`config.mk`:
```
export PLATFORM = sky130hd
export DESIGN_NAME = neuron_mac_seq
export DESIGN_NICKNAME = d
export VERILOG_FILES = /design/src/rtl/ann_pkg.sv /design/src/rtl/neuron_sat_relu.sv /design/src/rtl/neuron_mac_seq.sv
export SDC_FILE = /design/constraint.sdc
export NUM_CORES = 1
export LEC_CHECK = 0
export BUFFER_PORTS_ARGS = -buffer_cell sky130_fd_sc_hd__buf_4
export CAP_MARGIN = 25
export CORE_MARGIN = 2
export CORE_UTILIZATION = 50
export CTS_BUF_LIST = sky130_fd_sc_hd__clkbuf_4 sky130_fd_sc_hd__clkbuf_8
export CTS_CLUSTER_DIAMETER = 30
export DETAILED_ROUTE_END_ITERATION = 7
export MAX_ROUTING_LAYER = met4
export PLACE_DENSITY = 0.63
export SYNTH_ARGS = -nofsm -noshare
export SYNTH_HDL_FRONTEND = slang
export SYNTH_SLANG_ARGS = --single-unit
```
`constraint.sdc`:
```
create_clock -name clk -period 11.15 [get_ports clk]
set_input_delay 0.5575 -clock clk [delete_from_list [all_inputs] [get_ports clk]]
set_output_delay 0.5575 -clock clk [all_outputs]
set_load 0.02 [all_outputs]
```
`src/rtl/ann_pkg.sv`:
```
// Shared ANN datapath defaults, neuron FSM encoding and Q8.8 constants.
package ann_pkg;

  localparam int unsigned DW_DEF    = 16;
  localparam int unsigned FRAC_DEF  = 8;
  localparam int unsigned ACC_W_DEF = 40;

  typedef enum logic [1:0] {
    IDLE = 2'd0,
    RUN  = 2'd1,
    BIAS = 2'd2,
    OUT  = 2'd3
  } state_e;

  localparam logic [DW_DEF-1:0] ONE  = 16'h0100;
  localparam logic [DW_DEF-1:0] MAXV = 16'h7FFF;
  localparam logic [DW_DEF-1:0] MINV = 16'h8000;

endpackage

```
`src/rtl/neuron_sat_relu.sv`:
```
// Rescales the Q.16 accumulator back to Q8.8 with floor rounding and saturation.
// Define NEURON_RELU_EN to clamp negative results to zero; otherwise the output is linear.
module neuron_sat_relu
  import ann_pkg::*;
#(
  parameter int unsigned ACC_W = ACC_W_DEF,
  parameter int unsigned DW    = DW_DEF,
  parameter int unsigned FRAC  = FRAC_DEF
) (
  input  logic signed [ACC_W-1:0] acc_i,
  output logic        [DW-1:0]    y_c_o
);

  localparam logic [DW-1:0] POS_LIM = {1'b0, {(DW-1){1'b1}}};
  localparam logic [DW-1:0] NEG_LIM = {1'b1, {(DW-1){1'b0}}};

  logic signed [ACC_W-1:0] shifted;
  logic        [ACC_W-DW:0] upper;
  logic        [DW-1:0]     sat;

  assign shifted = acc_i >>> FRAC;
  assign upper   = shifted[ACC_W-1:DW-1];

  // In range only when every bit above the DW-bit sign position matches the sign.
  always_comb begin
    sat = shifted[DW-1:0];
    if (!(&upper) && (|upper)) begin
      sat = shifted[ACC_W-1] ? NEG_LIM : POS_LIM;
    end
  end

`ifdef NEURON_RELU_EN
  assign y_c_o = sat[DW-1] ? '0 : sat;
`else
  assign y_c_o = sat;
`endif

endmodule

```
`src/rtl/neuron_mac_seq.sv`:
```
// Sequences one weight BRAM / activation buffer, accumulates N_IN Q8.8 products,
// adds the bias and emits one saturated neuron output (ReLU via NEURON_RELU_EN).
module neuron_mac_seq
  import ann_pkg::*;
#(
  parameter int unsigned N_IN  = 28,
  parameter int unsigned AW    = 5,
  parameter int unsigned DW    = DW_DEF,
  parameter int unsigned FRAC  = FRAC_DEF,
  parameter int unsigned ACC_W = ACC_W_DEF
) (
  input  logic          clk,
  input  logic          rst_n,
  input  logic          start_i,
  input  logic [DW-1:0] bias_i,
  output logic [AW-1:0] w_addr_o,
  output logic          w_en_o,
  input  logic [DW-1:0] w_do_i,
  input  logic [DW-1:0] x_do_i,
  output logic          busy_o,
  output logic [DW-1:0] y_out_o,
  output logic          y_valid_o
);

  localparam logic [AW-1:0] LAST_ADDR = AW'(N_IN - 1);

  state_e                  state_q;
  logic [AW-1:0]           addr_q;
  logic                    w_en_q;
  logic                    data_vld_q;
  logic signed [ACC_W-1:0] acc_q;
  logic [DW-1:0]           bias_q;
  logic                    busy_q;
  logic [DW-1:0]           y_q;
  logic                    y_valid_q;

  logic signed [2*DW-1:0]  prod;
  logic signed [ACC_W-1:0] bias_ext;
  logic [DW-1:0]           y_c;

  assign prod     = (2*DW)'($signed(w_do_i)) * (2*DW)'($signed(x_do_i));
  assign bias_ext = ACC_W'($signed(bias_q)) <<< FRAC;

  neuron_sat_relu #(
    .ACC_W(ACC_W),
    .DW   (DW),
    .FRAC (FRAC)
  ) u_sat_relu (
    .acc_i(acc_q),
    .y_c_o(y_c)
  );

  // data_vld_q marks edges at which the memories present data for the previous address.
  always_ff @(posedge clk or negedge rst_n) begin
    if (!rst_n) begin
      state_q    <= IDLE;
      addr_q     <= '0;
      w_en_q     <= 1'b0;
      data_vld_q <= 1'b0;
      acc_q      <= '0;
      bias_q     <= '0;
      busy_q     <= 1'b0;
      y_q        <= '0;
      y_valid_q  <= 1'b0;
    end else begin
      y_valid_q <= 1'b0;
      unique case (state_q)
        IDLE: begin
          if (start_i) begin
            acc_q      <= '0;
            bias_q     <= bias_i;
            addr_q     <= '0;
            w_en_q     <= 1'b1;
            data_vld_q <= 1'b1;
            busy_q     <= 1'b1;
            state_q    <= RUN;
          end
        end
        RUN: begin
          if (data_vld_q) begin
            acc_q <= acc_q + ACC_W'(prod);
          end
          // The edge that consumes the last address's data also closes the read burst.
          if (addr_q == LAST_ADDR) begin
            addr_q     <= '0;
            w_en_q     <= 1'b0;
            data_vld_q <= 1'b0;
            state_q    <= BIAS;
          end else begin
            addr_q <= addr_q + AW'(1);
          end
        end
        BIAS: begin
          acc_q   <= acc_q + bias_ext;
          state_q <= OUT;
        end
        OUT: begin
          y_q       <= y_c;
          y_valid_q <= 1'b1;
          busy_q    <= 1'b0;
          state_q   <= IDLE;
        end
        default: state_q <= IDLE;
      endcase
    end
  end

  assign w_addr_o  = addr_q;
  assign w_en_o    = w_en_q;
  assign busy_o    = busy_q;
  assign y_out_o   = y_q;
  assign y_valid_o = y_valid_q;

endmodule

```
Word-level counts from Yosys, hierarchy flattened
Cells that the tools add are included.

Logic and storage cells: 49. Output and inout port bits: 24. Register bits: 82.

$add $sub $neg: 3. Reduce and logical (&&, ||, !) cells: 14. Multiply operators: 1. Mux-type cells: 16. Eq/ne operators: 7.

Operators with widths (count): $pmux W40 S3 (1); $mux W40 (2); $add A40 B24 Y40 (1); $add A40 B32 Y40 (1); $mul A16 B16 Y32 (1); $mux W16 (2); $reduce_and A17 Y1 (1); $reduce_or A17 Y1 (1); $mux W5 (2); $pmux W5 S2 (1); $pmux W2 S4 (1); $reduce_and A2 Y1 (4); $ne A2 B2 Y1 const B (3); $reduce_and A3 Y1 (2); $add A5 B1 Y5 const B (1); $eq A5 B5 Y1 const B (1); $eq A2 B2 Y1 const B (2); $mux W2 (2); $pmux W1 S2 (2); $reduce_bool A2 Y1 (2); $mux W1 (3); $reduce_bool A3 Y1 (1); $eq A2 B1 Y1 const B (1); $logic_not A2 Y1 (1); 2 further kinds (2).

Logic depth before layout (Yosys ltp)
Gate-level depths: netlist of the first run.

Word-level depth: 4. Mapped depth: 25. Mapped depth without buffers: 24.

Modules after synthesis
A second synthesis of the first run with hierarchy kept.

Cell total of the unflattened synthesis: 1868. Area total of the unflattened synthesis: 17440.5 µm².

Modules (own cells, without submodules): neuron_mac_seq (area each 17196.5 µm², cells each 1835, sequential area each 2052.0 µm², times used 1); neuron_sat_relu (area each 244.0 µm², cells each 33, sequential area each 0.0 µm², times used 1).

Worst setup path before layout of the first run
OpenSTA, ideal clock, no wires.

Path kind: input to register. Start: input port w_do_i[15]. End: register acc_q[36]. Slack: 4.425 ns. Cell stages on the path: 24. Data arrival time: 6.596 ns. Buffers on the path: 1. Library setup time: 0.129 ns. Cell sequence: clkbuf_1 -> nand2_1 -> inv_1 -> fa_1 -> fa_1 -> inv_1 -> fa_1 -> inv_1 -> fa_1 -> fa_1 -> inv_1 -> fa_1 -> inv_1 -> ha_1 -> a21o_1 -> a21o_1 -> a211o_1 -> a21o_1 -> a21o_1 -> a31o_4 -> a211oi_2 -> xnor2_1 -> a2111oi_2 -> o21ai_1.

Cells in the longest elaborated chain, start to end: 4.

Ends and longest elaborated chain: start: declaration (line neuron_mac_seq.sv:18) `input logic [DW-1:0] w_do_i,`; $mul A16 B16 Y32 (line neuron_mac_seq.sv:41) `assign prod = (2*DW)'($signed(w_do_i)) * (2*DW)'($signed(x_do_i));`; $add A40 B32 Y40 (line neuron_mac_seq.sv:81) `acc_q <= acc_q + ACC_W'(prod);`; $mux W40 (line neuron_mac_seq.sv:80) `if (data_vld_q) begin`; $pmux W40 S3 (line neuron_mac_seq.sv:67) `unique case (state_q)`; end signal: assignment (line neuron_mac_seq.sv:81); end signal: assignment (line neuron_mac_seq.sv:94) `acc_q <= acc_q + bias_ext;`; end: declaration (line neuron_mac_seq.sv:31) `logic signed [ACC_W-1:0] acc_q;`.

Every way passes these cells. The select of a mux whose other input is x is not followed. A chain may end at the register's enable or synchronous reset.

Final worst setup path of the first run
Start: input port x_do_i[1]. End: register acc_q[36].

Cells in the longest elaborated chain, start to end: 4.

Ends and longest elaborated chain: start: declaration (line neuron_mac_seq.sv:19) `input logic [DW-1:0] x_do_i,`; $mul A16 B16 Y32 (line neuron_mac_seq.sv:41); $add A40 B32 Y40 (line neuron_mac_seq.sv:81); $mux W40 (line neuron_mac_seq.sv:80); $pmux W40 S3 (line neuron_mac_seq.sv:67).

Every way passes these cells. The select of a mux whose other input is x is not followed.

==> impl_table.tex, run 1 <==
\begin{tabular}{lr}
\hline
Metric & Value \\
\hline
\multicolumn{2}{l}{\textbf{Setup path}} \\
Slowest stage cell, crit path & fa\_1 \\
Maximum cell stage delay along the critical path & around 0.75 ns \\
Critical path start-end classification & in -> reg \\
Worst Path Required & 11.39 ns \\
Arrival time at the worst endpoint & slightly below 7 ns \\
Endpoint kind of the worst setup timing path & flop \\
Sequence of cells on the critical path & buf\_4, nand2\_1, inv\_1, fa\_1, fa\_1, inv\_1, fa\_1, inv\_1, fa\_1, fa\_1, inv\_1, fa\_1, inv\_1, ha\_1, a21o\_1, a21o\_1, a211o\_1, a21o\_1, a21o\_1, a31o\_4, a211oi\_2, xnor2\_1, a2111oi\_2, o21ai\_1 \\
Startpoint type of the worst setup path & input pin \\
Cell mode on critical path & fa\_1 \\
Max FO, Critical Path & 16 \\
\multicolumn{2}{l}{\textbf{Yosys}} \\
Post-Synthesis Cells & approximately 1900 \\
Yosys Warn Count & 0 \\
Unique masters post-synth & 76 \\
Avg Synthesized Cell Area & between 9 and 10 sq um \\
Area of the mapped netlist & 17600 sq um \\
Post-synthesis sequential area ratio & 11.7\% \\
Share of async-settable or async-resettable flops after synthesis & 100\% \\
Synthesized Nets & 2448 \\
Flip-flop and latch count after synthesis & 82 \\
Post-synth EDFFs & 0 \\
Top\_reg\_cell synth & dfrtp\_1 \\
\multicolumn{2}{l}{\textbf{Clocking}} \\
Total setup buffers inserted after CTS & 0 \\
Clock root buffer & clkbuf\_8 \\
Clk\_lat worst skew & 0.37 ns \\
Clock tree from TritonCTS & done \\
Hold buffer count at cts & 0 \\
Clock sink count & slightly above 80 \\
Maximum count of clock buffers along a single path & 2 \\
Reg clk slew, reported paths & 0.09 ns \\
Inserted Clock Buffers & 9 \\
Number of gates resized after cts & 0 \\
Max H-tree Level & 3 \\
\multicolumn{2}{l}{\textbf{Die}} \\
Rows & 68 \\
Die Width & 191 um \\
Die area & 36600 sq um \\
Initial core utilization & 50.8\% \\
Top Ports & 75 \\
Placeable Area & between 30000 and 40000 sq um \\
Die height & 191 um \\
\multicolumn{2}{l}{\textbf{Min path}} \\
Path type of the worst min-delay path & in -> async \\
\multicolumn{2}{l}{\textbf{Job}} \\
Max-cap violations & 0 \\
\multicolumn{2}{l}{\textbf{Finish}} \\
Area of combinational cells with multiple inputs & 13700 sq um \\
Synthesis-to-finish area growth & 6.94\% \\
Post-route non-filler standard cell count & 2407 \\
Register area & 2050 sq um \\
Fraction of final layout cells with drive strength greater than 1 & 7.12\% \\
Final layout net count & 2480 \\
Leading cell type in the layout, fill and taps excluded & inv\_1 \\
Number of antenna repair diodes & 0 \\
Fill cell total of the finished layout & between 3000 and 4000 \\
Commonest cells after routing, fill and taps aside & inv\_1, fa\_1, nand2\_1, ha\_1, and2\_1 \\
Share of the core filled with cells in the final layout & 54.4\% \\
\multicolumn{2}{l}{\textbf{Placement}} \\
Number of placed cells counting well taps & between 2000 and 2500 \\
Port bufs & between 70 and 80 \\
Hpwl dp & 34.7 mm \\
Final estimated routing congestion in global placement & 0.909 \\
\multicolumn{2}{l}{\textbf{Drt}} \\
DRC errors left & 0 \\
Routed len/inst & approximately 17 um \\
Average vias per placed instance & 5.44 \\
Number of detailed-route iterations in the first pass & 4 \\
First DRT Iteration DRCs & 750 \\
Via Count & 13100 \\
Final ANT Viol Nets & 0 \\
DRT Wirelength & 41.2 mm \\
\multicolumn{2}{l}{\textbf{Timing}} \\
Worst slew margin & 37.6\% \\
Max Clock Skew & 0.0177 ns \\
Final period util & between 60\% and 70\% \\
Highest attainable clock frequency & 149 MHz \\
Setup violation total in the final timing report & 0 \\
Slew Limit Fails & 0 \\
Minimum hold slack & approximately 0.14 ns \\
Final hold vios & 0 \\
Post-layout minimum cycle time & 6.72 ns \\
Final TNS setup & 0 ns \\
Unrepaired setup endpoints after global routing & no \\
Slew at the pin closest to its max-slew limit & 0.932 ns \\
\multicolumn{2}{l}{\textbf{Global route}} \\
All-layer global routing usage & 25.1\% \\
Number of global-route vias before repair & 14200 \\
Largest net degree at the start of global routing & 51 \\
Grt total ovfl & 0 \\
First-pass GRT wire length & 70.7 mm \\
Initial antenna violation count & 0 \\
\multicolumn{2}{l}{\textbf{Run status}} \\
Result of the run & complete, no violations \\
\hline
\end{tabular}
critical path, delay by kind of cell:
kind                       cells  cell delay, ns
and+or+nand+nor                1            0.16
adders and majority gates      7            3.38
buffers and inverters          6            0.77
xor gates and xnor gates       1            0.11
AOI/OAI and AO/OA              9            1.96
routing by layer:
| layer | vias up | global-route usage, % | share of wire (%) |
|---|---|---|---|
| met2 | 219 | 45.1 | 54 |
| li1 | 6089 | - | - |
| met3 | 73 | 1.82 | 2.9 |
| met5 | - | - | 0 |
| met1 | 6719 | 30.6 | 40 |
| met4 | 0 | 6.78 | 2.9 |
per-stage QoR:
stage                     worst slack (ns)  cell area (sq um)
after detailed placement              4.07              18600
after global routing                  3.93              18800
after global placement                4.16              18500
after floorplan                       4.43              17600
final                                 4.43              18800
after CTS                             4.45              18800
registers in the layout (all words and copies together) (netlist names):
register / cells
acc_q: 40
bias_q: 16
busy_o: 1
data_vld_q: 1
state_q: 2
w_addr_o: 5
y_out_o: 16
y_valid_o: 1
final cells by class:
class | count | share of cell area, %
Tap cell | 455 | 3.03
Inverter | 420 | 8.40
Multi-Input combinational cell | 1353 | 73.0
Clock buffer | 10 | 0.700
Timing Repair Buffer | 81 | 3.45
Clock inverter | 6 | 0.480
Sequential cell | 82 | 10.9
cell families (layout without fill, tap and decap cells):
kind of cell,Yosys count,count (layout),share of synthesized area (%)
compound gates,297,297,11.3
xor+xnor,65,65,3.24
fa+ha+maj,482,482,48.5
buf+inv,480,517,10.3
flops,82,82,11.7
mux,23,23,1.43
simple gates,486,486,13.5
path summary, 6_finish.rpt:
kind	from	end	slack, ns	depth (start not counted)
worst max-delay path	x_do_i[1]	acc_q[36]$_DFFE_PN0P_	4.43	24
worst max register to register	acc_q[8]$_DFFE_PN0P_	acc_q[37]$_DFFE_PN0P_	5.44	17
max in group asynchronous	rst_n	acc_q[34]$_DFFE_PN0P_	10.41	2
worst min-delay path	rst_n	acc_q[1]$_DFFE_PN0P_	0.14	1
min in group clk	bias_i[13]	bias_q[13]$_DFFE_PN0P_	0.42	2
worst min register to register	acc_q[0]$_DFFE_PN0P_	acc_q[0]$_DFFE_PN0P_	0.51	2
Yosys cell counts (6+ instances only):
master | instances | area share [%]
a211o_1 | 6 | 0.30
a21o_1 | 35 | 1.5
a21oi_1 | 85 | 2.4
a221oi_1 | 6 | 0.30
a22oi_1 | 16 | 0.68
a31oi_1 | 8 | 0.29
and2_1 | 115 | 4.1
and3_1 | 8 | 0.29
clkbuf_1 | 58 | 1.2
dfrtp_1 | 82 | 12
fa_1 | 331 | 38
ha_1 | 151 | 11
inv_1 | 420 | 9.0
mux2_2 | 17 | 1.1
mux2i_1 | 6 | 0.34
nand2_1 | 203 | 4.3
nand2b_1 | 11 | 0.39
nand3_1 | 19 | 0.54
nand4_1 | 14 | 0.50
nor2_1 | 66 | 1.4
nor2b_1 | 10 | 0.36
nor3_1 | 10 | 0.29
nor4_1 | 7 | 0.25
o21ai_0 | 62 | 1.8
o21bai_1 | 8 | 0.34
xnor2_1 | 34 | 1.7
xor2_1 | 31 | 1.5
Power of run 1 is left out: the tool's default activity adds up to more than one toggle a clock period on the data nets, which glitch-free logic cannot reach.
==> run 2, diff against run 1 <==
Clock period 11.15 ns to 6.6 ns, I/O delays scaled along.
==> impl_table.tex, run 2 (synthesis results as in run 1) <==
\begin{tabular}{lr}
\hline
Metric & Value \\
\hline
\multicolumn{2}{l}{\textbf{Run status}} \\
Result of the run & complete, no violations (unchanged) \\
\multicolumn{2}{l}{\textbf{Drt}} \\
Average vias per placed instance & 5.41 (was 5.44) \\
DRT Wirelength & 42.0 mm (was 41.2 mm) \\
DRC errors left & 0 (unchanged) \\
Routed len/inst & 17.2 um (was 17.1 um) \\
Final ANT Viol Nets & 0 (unchanged) \\
Via Count & 13200 (was 13100) \\
First DRT Iteration DRCs & 605 (was 750) \\
Number of detailed-route iterations in the first pass & 5 (was 4) \\
\multicolumn{2}{l}{\textbf{Global route}} \\
Busiest layer in global routing & met2 (unchanged) \\
Initial antenna violation count & 0 (unchanged) \\
Largest net degree at the start of global routing & 83 (was 51) \\
All-layer global routing usage & 25.3\% (was 25.1\%) \\
Fraction of met1 tracks used by global routing & 31.0\% (was 30.6\%) \\
Number of global-route vias before repair & 14200 (about the same) \\
Met2 track demand over resource & 45.3\% (was 45.1\%) \\
First-pass GRT wire length & 70.8 mm (was 70.7 mm) \\
Grt total ovfl & 0 (unchanged) \\
GR met3 Demand/Resource & 1.93\% (was 1.82\%) \\
\multicolumn{2}{l}{\textbf{Finish}} \\
Share of the core filled with cells in the final layout & 55.0\% (was 54.4\%) \\
Leading cell type in the layout, fill and taps excluded & inv\_1 (unchanged) \\
Synthesis-to-finish area growth & 8.22\% (was 6.94\%) \\
Final layout net count & 2512 (was 2480) \\
Fraction of final layout cells with drive strength greater than 1 & 8.52\% (was 7.12\%) \\
Post-route cell area & 19000 sq um (was 18800 sq um) \\
Number of antenna repair diodes & 0 (unchanged) \\
Register bank with the most flops & acc\_q (unchanged) \\
Commonest cells after routing, fill and taps aside & inv\_1, fa\_1, nand2\_1, ha\_1, and2\_1 (unchanged) \\
Largest register FFs & 40 (unchanged) \\
\multicolumn{2}{l}{\textbf{Setup path}} \\
Slowest stage cell, crit path & fa\_1 (unchanged) \\
Source of the critical timing path & w\_do\_i[15] (was x\_do\_i[1]) \\
Worst Path Required & 6.83 ns (was 11.39 ns) \\
Sequence of cells on the critical path & buf\_4, nand2\_1, fa\_1, inv\_1, fa\_1, inv\_1, fa\_1, inv\_1, fa\_1, fa\_1, inv\_1, fa\_1, inv\_1, ha\_1, a21o\_1, a21o\_1, a211o\_1, a21o\_1, a21o\_1, a31o\_4, a211oi\_2, xnor2\_1, a2111oi\_2, o21ai\_1 (was buf\_4, nand2\_1, inv\_1, fa\_1, fa\_1, inv\_1, fa\_1, inv\_1, fa\_1, fa\_1, inv\_1, fa\_1, inv\_1, ha\_1, a21o\_1, a21o\_1, a211o\_1, a21o\_1, a21o\_1, a31o\_4, a211oi\_2, xnor2\_1, a2111oi\_2, o21ai\_1) \\
FF-to-FF End & acc\_q[36]\$\_DFFE\_PN0P\_ (was acc\_q[37]\$\_DFFE\_PN0P\_) \\
Cell mode on critical path & fa\_1 (unchanged) \\
Arrival time at the worst endpoint & 6.47 ns (was 6.95 ns) \\
Maximum cell stage delay along the critical path & 0.57 ns (was 0.75 ns) \\
Startpoint type of the worst setup path & input pin (unchanged) \\
R2r worst-path depth & 20 (was 17) \\
Endpoint kind of the worst setup timing path & flop (unchanged) \\
R2R Path Start & acc\_q[15]\$\_DFFE\_PN0P\_ (was acc\_q[8]\$\_DFFE\_PN0P\_) \\
Critical path start-end classification & in -> reg (unchanged) \\
Slack of the worst reg-to-reg path & 0.94 ns (was 5.44 ns) \\
Cell class contributing the biggest share of worst-path delay & adder cells (unchanged) \\
Max FO, Critical Path & 16 (unchanged) \\
Buffers \& Inverters on Critical Path & 6 (unchanged) \\
\multicolumn{2}{l}{\textbf{Timing}} \\
Post-layout minimum cycle time & 6.24 ns \\
Slew Limit Fails & 0 (unchanged) \\
Slew at the pin closest to its max-slew limit & 0.979 ns (was 0.932 ns) \\
Final hold vios & 0 (unchanged) \\
Max Clock Skew & 0.0135 ns (was 0.0177 ns) \\
Final TNS setup & 0 ns (unchanged) \\
Setup violation total in the final timing report & 0 (unchanged) \\
Unrepaired setup endpoints after global routing & no (unchanged) \\
Post-route setup slack & 0.355 ns (was 4.43 ns) \\
Worst slew margin & 34.5\% (was 37.6\%) \\
Final period util & 94.6\% \\
Highest attainable clock frequency & about 160 MHz \\
\multicolumn{2}{l}{\textbf{Clocking}} \\
Number of gates resized after cts & 0 (unchanged) \\
Hold buffer count at cts & 0 (unchanged) \\
Clock root buffer & clkbuf\_8 (unchanged) \\
Reg clk slew, reported paths & 0.09 ns (about the same) \\
Clock sink count & 82 (unchanged) \\
Clock tree from TritonCTS & done (unchanged) \\
Clk\_lat worst skew & 0.37 ns (about the same) \\
Max H-tree Level & 3 (unchanged) \\
Total setup buffers inserted after CTS & 0 (unchanged) \\
Maximum count of clock buffers along a single path & 2 (unchanged) \\
Inserted Clock Buffers & 9 (unchanged) \\
\multicolumn{2}{l}{\textbf{Placement}} \\
Placement Setup Slack & -0.0158 ns (was 4.07 ns) \\
Final estimated routing congestion in global placement & 0.932 (was 0.909) \\
Area after detailed placement & 18800 sq um (was 18600 sq um) \\
Hpwl dp & 35.3 mm (was 34.7 mm) \\
Port bufs & 74 (unchanged) \\
\multicolumn{2}{l}{\textbf{Die}} \\
Die area & 36600 sq um (unchanged) \\
Rows & 68 (unchanged) \\
Top Ports & 75 (unchanged) \\
Placeable Area & 34500 sq um (unchanged) \\
Die height & 191 um (unchanged) \\
Die Width & 191 um (unchanged) \\
Initial core utilization & 50.8\% (unchanged) \\
\multicolumn{2}{l}{\textbf{Min path}} \\
HP Start & bias\_i[2] \\
Path type of the worst min-delay path & in -> reg (was in -> async) \\
Worst hold path cell count & 2 \\
End point of the worst hold path & bias\_q[2]\$\_DFFE\_PN0P\_ \\
\multicolumn{2}{l}{\textbf{Job}} \\
Max-cap violations & 0 (unchanged) \\
\hline
\end{tabular}
## run 2: metal layers
| layer | vias up | share of wire (%) |
|---|---|---|
| met3 | 76 | 3.1 |
| met1 | 6712 | 41 |
| met4 | 0 | 2.6 |
| met5 | - | 0 |
| li1 | 6144 | - |
| met2 | 262 | 53 |
## run 2: cell type report
cell class,instances,area [sq um]
inverters,420,1580
clock inverters,6,67.6
clock buffers,9,124
multi-input cells,1353,13700
fillers,3203,15500
well taps,455,569
repair buffers,113,903
flip-flops and latches,82,2050
## run 2: how the worst max path moves through the flow
stage	cells past startpoint	endpoint
detailed placement	24	acc_q[36]$_DFFE_PN0P_
global route	22	acc_q[38]$_DFFE_PN0P_
floorplan	24	acc_q[36]$_DFFE_PN0P_
CTS	24	acc_q[36]$_DFFE_PN0P_
finish	24	acc_q[36]$_DFFE_PN0P_
global placement	24	acc_q[36]$_DFFE_PN0P_
## run 2: stage by stage
step | cells | hold slack, ns
finish | 2438 | 0.192
global route | 2438 | 0.178
CTS | 2436 | 0.184
detailed placement | 2421 | 0.477
global placement | 2419 | 0.472
floorplan | 1915 | 0.0344
Power of run 2 is left out for the same reason.
==> run 3, diff against run 2 <==
Settings changed: ABC_AREA from default to 1, CTS_CLUSTER_SIZE from default to 8.
==> impl_table.tex, run 3 <==
\begin{tabular}{lr}
\hline
Metric & Value \\
\hline
\multicolumn{2}{l}{\textbf{Placement}} \\
Port bufs & 74 (unchanged) \\
Final estimated routing congestion in global placement & 0.919 (was 0.932) \\
Hpwl dp & 47.5 mm (was 35.3 mm) \\
Placement Setup Slack & 0.205 ns (was -0.0158 ns) \\
\multicolumn{2}{l}{\textbf{Timing}} \\
Post-route setup slack & 0.660 ns (was 0.355 ns) \\
Setup violation total in the final timing report & 0 (unchanged) \\
Slew at the pin closest to its max-slew limit & 0.819 ns (was 0.979 ns) \\
Highest attainable clock frequency & 168 MHz (was 160 MHz) \\
Max Clock Skew & 0.0132 ns (was 0.0135 ns) \\
Final hold vios & 0 (unchanged) \\
Post-layout minimum cycle time & 5.94 ns (was 6.24 ns) \\
Final period util & 90.0\% (was 94.6\%) \\
Unrepaired setup endpoints after global routing & no (unchanged) \\
Slew Limit Fails & 0 (unchanged) \\
Final TNS setup & 0 ns (unchanged) \\
Worst slew margin & 45.2\% (was 34.5\%) \\
\multicolumn{2}{l}{\textbf{Yosys}} \\
Post-synthesis sequential area ratio & 10.6\% (was 11.7\%) \\
Share of async-settable or async-resettable flops after synthesis & 100\% (unchanged) \\
Yosys Warn Count & 0 (unchanged) \\
Area share of the leading cell type in the synthesized netlist & 34.1\% (was 37.7\%) \\
Post-Synthesis Cells & 2684 (was 1915) \\
Flip-flop and latch count after synthesis & 82 (unchanged) \\
Count leader, synth & nand2\_1 (was inv\_1) \\
Synth top cells by count & nand2\_1, inv\_1, fa\_1, ha\_1, nor2\_1 (was inv\_1, fa\_1, nand2\_1, ha\_1, and2\_1) \\
Synthesized Nets & 3217 (was 2448) \\
Avg Synthesized Cell Area & 7.23 sq um (was 9.17 sq um) \\
Cell types occupying the most area after synthesis & fa\_1, nand2\_1, inv\_1, dfrtp\_1, ha\_1 (was fa\_1, dfrtp\_1, ha\_1, inv\_1, nand2\_1) \\
Top\_reg\_cell synth & dfrtp\_1 (unchanged) \\
Unique masters post-synth & 42 (was 76) \\
Post-synth EDFFs & 0 (unchanged) \\
Leading area contributor after synthesis & fa\_1 (unchanged) \\
Area of the mapped netlist & 19400 sq um (was 17600 sq um) \\
\multicolumn{2}{l}{\textbf{Setup path}} \\
Endpoint kind of the worst setup timing path & flop (unchanged) \\
Critical path start-end classification & in -> reg (unchanged) \\
Worst Path Required & 6.87 ns (was 6.83 ns) \\
Startpoint type of the worst setup path & input pin (unchanged) \\
Arrival time at the worst endpoint & 6.21 ns (was 6.47 ns) \\
Max FO, Critical Path & 10 (was 16) \\
\multicolumn{2}{l}{\textbf{Clocking}} \\
Max H-tree Level & 3 (unchanged) \\
Clock root buffer & clkbuf\_8 (unchanged) \\
Maximum count of clock buffers along a single path & 2 (unchanged) \\
Number of gates resized after cts & 0 (unchanged) \\
Clk\_lat worst skew & 0.37 ns (about the same) \\
Clock sink count & 82 (unchanged) \\
Clock tree from TritonCTS & done (unchanged) \\
Reg clk slew, reported paths & 0.09 ns (about the same) \\
Inserted Clock Buffers & 9 (unchanged) \\
\multicolumn{2}{l}{\textbf{Job}} \\
Max-cap violations & 0 (unchanged) \\
\multicolumn{2}{l}{\textbf{Die}} \\
Die height & 201 um (was 191 um) \\
Top Ports & 75 (unchanged) \\
Initial core utilization & 50.5\% (was 50.8\%) \\
Die Width & 201 um (was 191 um) \\
Die area & 40400 sq um (was 36600 sq um) \\
Placeable Area & 38500 sq um (was 34500 sq um) \\
Rows & 72 (was 68) \\
\multicolumn{2}{l}{\textbf{Finish}} \\
Synthesis-to-finish area growth & 5.92\% (was 8.22\%) \\
Fraction of final layout cells with drive strength greater than 1 & 5.47\% (was 8.52\%) \\
Register bank with the most flops & acc\_q (unchanged) \\
Fill cell total of the finished layout & 3881 (was 3203) \\
Leading cell type in the layout, fill and taps excluded & nand2\_1 (was inv\_1) \\
Number of antenna repair diodes & 0 (unchanged) \\
Largest register FFs & 40 (unchanged) \\
Final layout net count & 3232 (was 2512) \\
Commonest cells after routing, fill and taps aside & nand2\_1, inv\_1, fa\_1, ha\_1, nor2\_1 (was inv\_1, fa\_1, nand2\_1, ha\_1, and2\_1) \\
\multicolumn{2}{l}{\textbf{Global route}} \\
Grt total ovfl & 0 (unchanged) \\
Number of global-route vias before repair & 17300 (was 14200) \\
Largest net degree at the start of global routing & 60 (was 83) \\
All-layer global routing usage & 29.4\% (was 25.3\%) \\
Initial antenna violation count & 0 (unchanged) \\
First-pass GRT wire length & 91.3 mm (was 70.8 mm) \\
\multicolumn{2}{l}{\textbf{Drt}} \\
Average vias per placed instance & 5.06 (was 5.41) \\
Post-Route M1 WL & 25.0 mm (was 17.1 mm) \\
Number of detailed-route iterations in the first pass & 6 (was 5) \\
Via Count & 16300 (was 13200) \\
DRT Wirelength & 54.4 mm (was 42.0 mm) \\
Met3 Routed Length & 1.60 mm (was 1.32 mm) \\
First DRT Iteration DRCs & 793 (was 605) \\
Final ANT Viol Nets & 0 (unchanged) \\
Highest routing layer actually used & met4 (unchanged) \\
Detail Route met2 WL & 26.2 mm (was 22.4 mm) \\
Routed len/inst & 16.9 um (was 17.2 um) \\
DRC errors left & 0 (unchanged) \\
\multicolumn{2}{l}{\textbf{Min path}} \\
Path type of the worst min-delay path & in -> reg (unchanged) \\
\multicolumn{2}{l}{\textbf{Run status}} \\
Result of the run & complete, no violations (unchanged) \\
\hline
\end{tabular}
==> run 3: final timing paths <==
path / start / end / slack (ns) / depth (start not counted)
max: w_do_i[15] / acc_q[39]$_DFFE_PN0P_ / 0.66 / 25
min: bias_i[11] / bias_q[11]$_DFFE_PN0P_ / 0.15 / 3
max reg2reg: acc_q[15]$_DFFE_PN0P_ / acc_q[35]$_DFFE_PN0P_ / 1.45 / 23
min reg2reg: bias_q[5]$_DFFE_PN0P_ / bias_q[5]$_DFFE_PN0P_ / 0.50 / 2
max in group asynchronous: rst_n / acc_q[27]$_DFFE_PN0P_ / 5.13 / 3
min in group asynchronous: rst_n / w_addr_o[4]$_DFFE_PN0P_ / 0.38 / 2
==> run 3: final cells by class <==
cell class	count	area, sq um	area share, %
clock buffer	9	124	0.603
inverter	707	2650	12.9
timing repair buffer	87	656	3.19
tap	518	648	3.15
sequential	82	2050	9.98
clock inverter	7	100	0.487
multi-input combinational	1812	14300	69.7
==> run 3: timing repair <==
action | CTS | global route
buffers inserted | 0 | 0
endpoints found under the hold margin | 23 | 0
hold buffers | 1 | 0
==> run 3: cell families (layout without fill, tap and decap cells) <==
| kind of cell | count (synthesis) | after routing | synth area share [%] |
|---|---|---|---|
| and+or+nand+nor | 1125 | 1125 | 23.9 |
| AOI/OAI and AO/OA | 189 | 189 | 5.29 |
| xor gates and xnor gates | 16 | 16 | 0.722 |
| adders and majority gates | 482 | 482 | 43.9 |
| DFF | 82 | 82 | 10.6 |
| buffers and inverters | 790 | 810 | 15.6 |
==> run 3: layer usage <==
layer  global-route usage [%]  up-vias
met5                        -        -
met4                     8.65        0
met3                    0.990       67
met2                     48.6      353
met1                     39.8     7979
li1                         -     7901
==> run 3: metrics by stage <==
| stage | hold WS (ns) | cells | area [sq um] | utilization [%] |
|---|---|---|---|---|
| 3_5_place_dp | 0.240 | 3204 | 20300 | 52.8 |
| 5_1_grt | 0.142 | 3222 | 20600 | 53.4 |
| 3_3_place_gp | 0.243 | 3204 | 20300 | 52.8 |
| 4_1_cts | 0.135 | 3221 | 20600 | 53.4 |
| 2_1_floorplan | 0.0344 | 2684 | 19400 | - |
| 6_report | 0.146 | 3222 | 20600 | 53.4 |
==> run 3: worst max-delay path, stage by stage <==
cell,delay [ns]
buf_4,0.18
nand2_1,0.16
inv_1,0.08
fa_1,0.54
fa_1,0.55
inv_1,0.18
fa_1,0.70
fa_1,0.58
inv_1,0.06
fa_1,0.53
inv_1,0.05
fa_1,0.48
inv_1,0.05
ha_1,0.39
nand2_1,0.15
nor2_1,0.26
nand2_1,0.16
nor2_1,0.17
nand3_1,0.11
nand3_1,0.11
nand2_1,0.05
nand3_1,0.15
nand2_1,0.07
nand2_1,0.06
nand2_1,0.06
Power of run 3 is left out for the same reason.
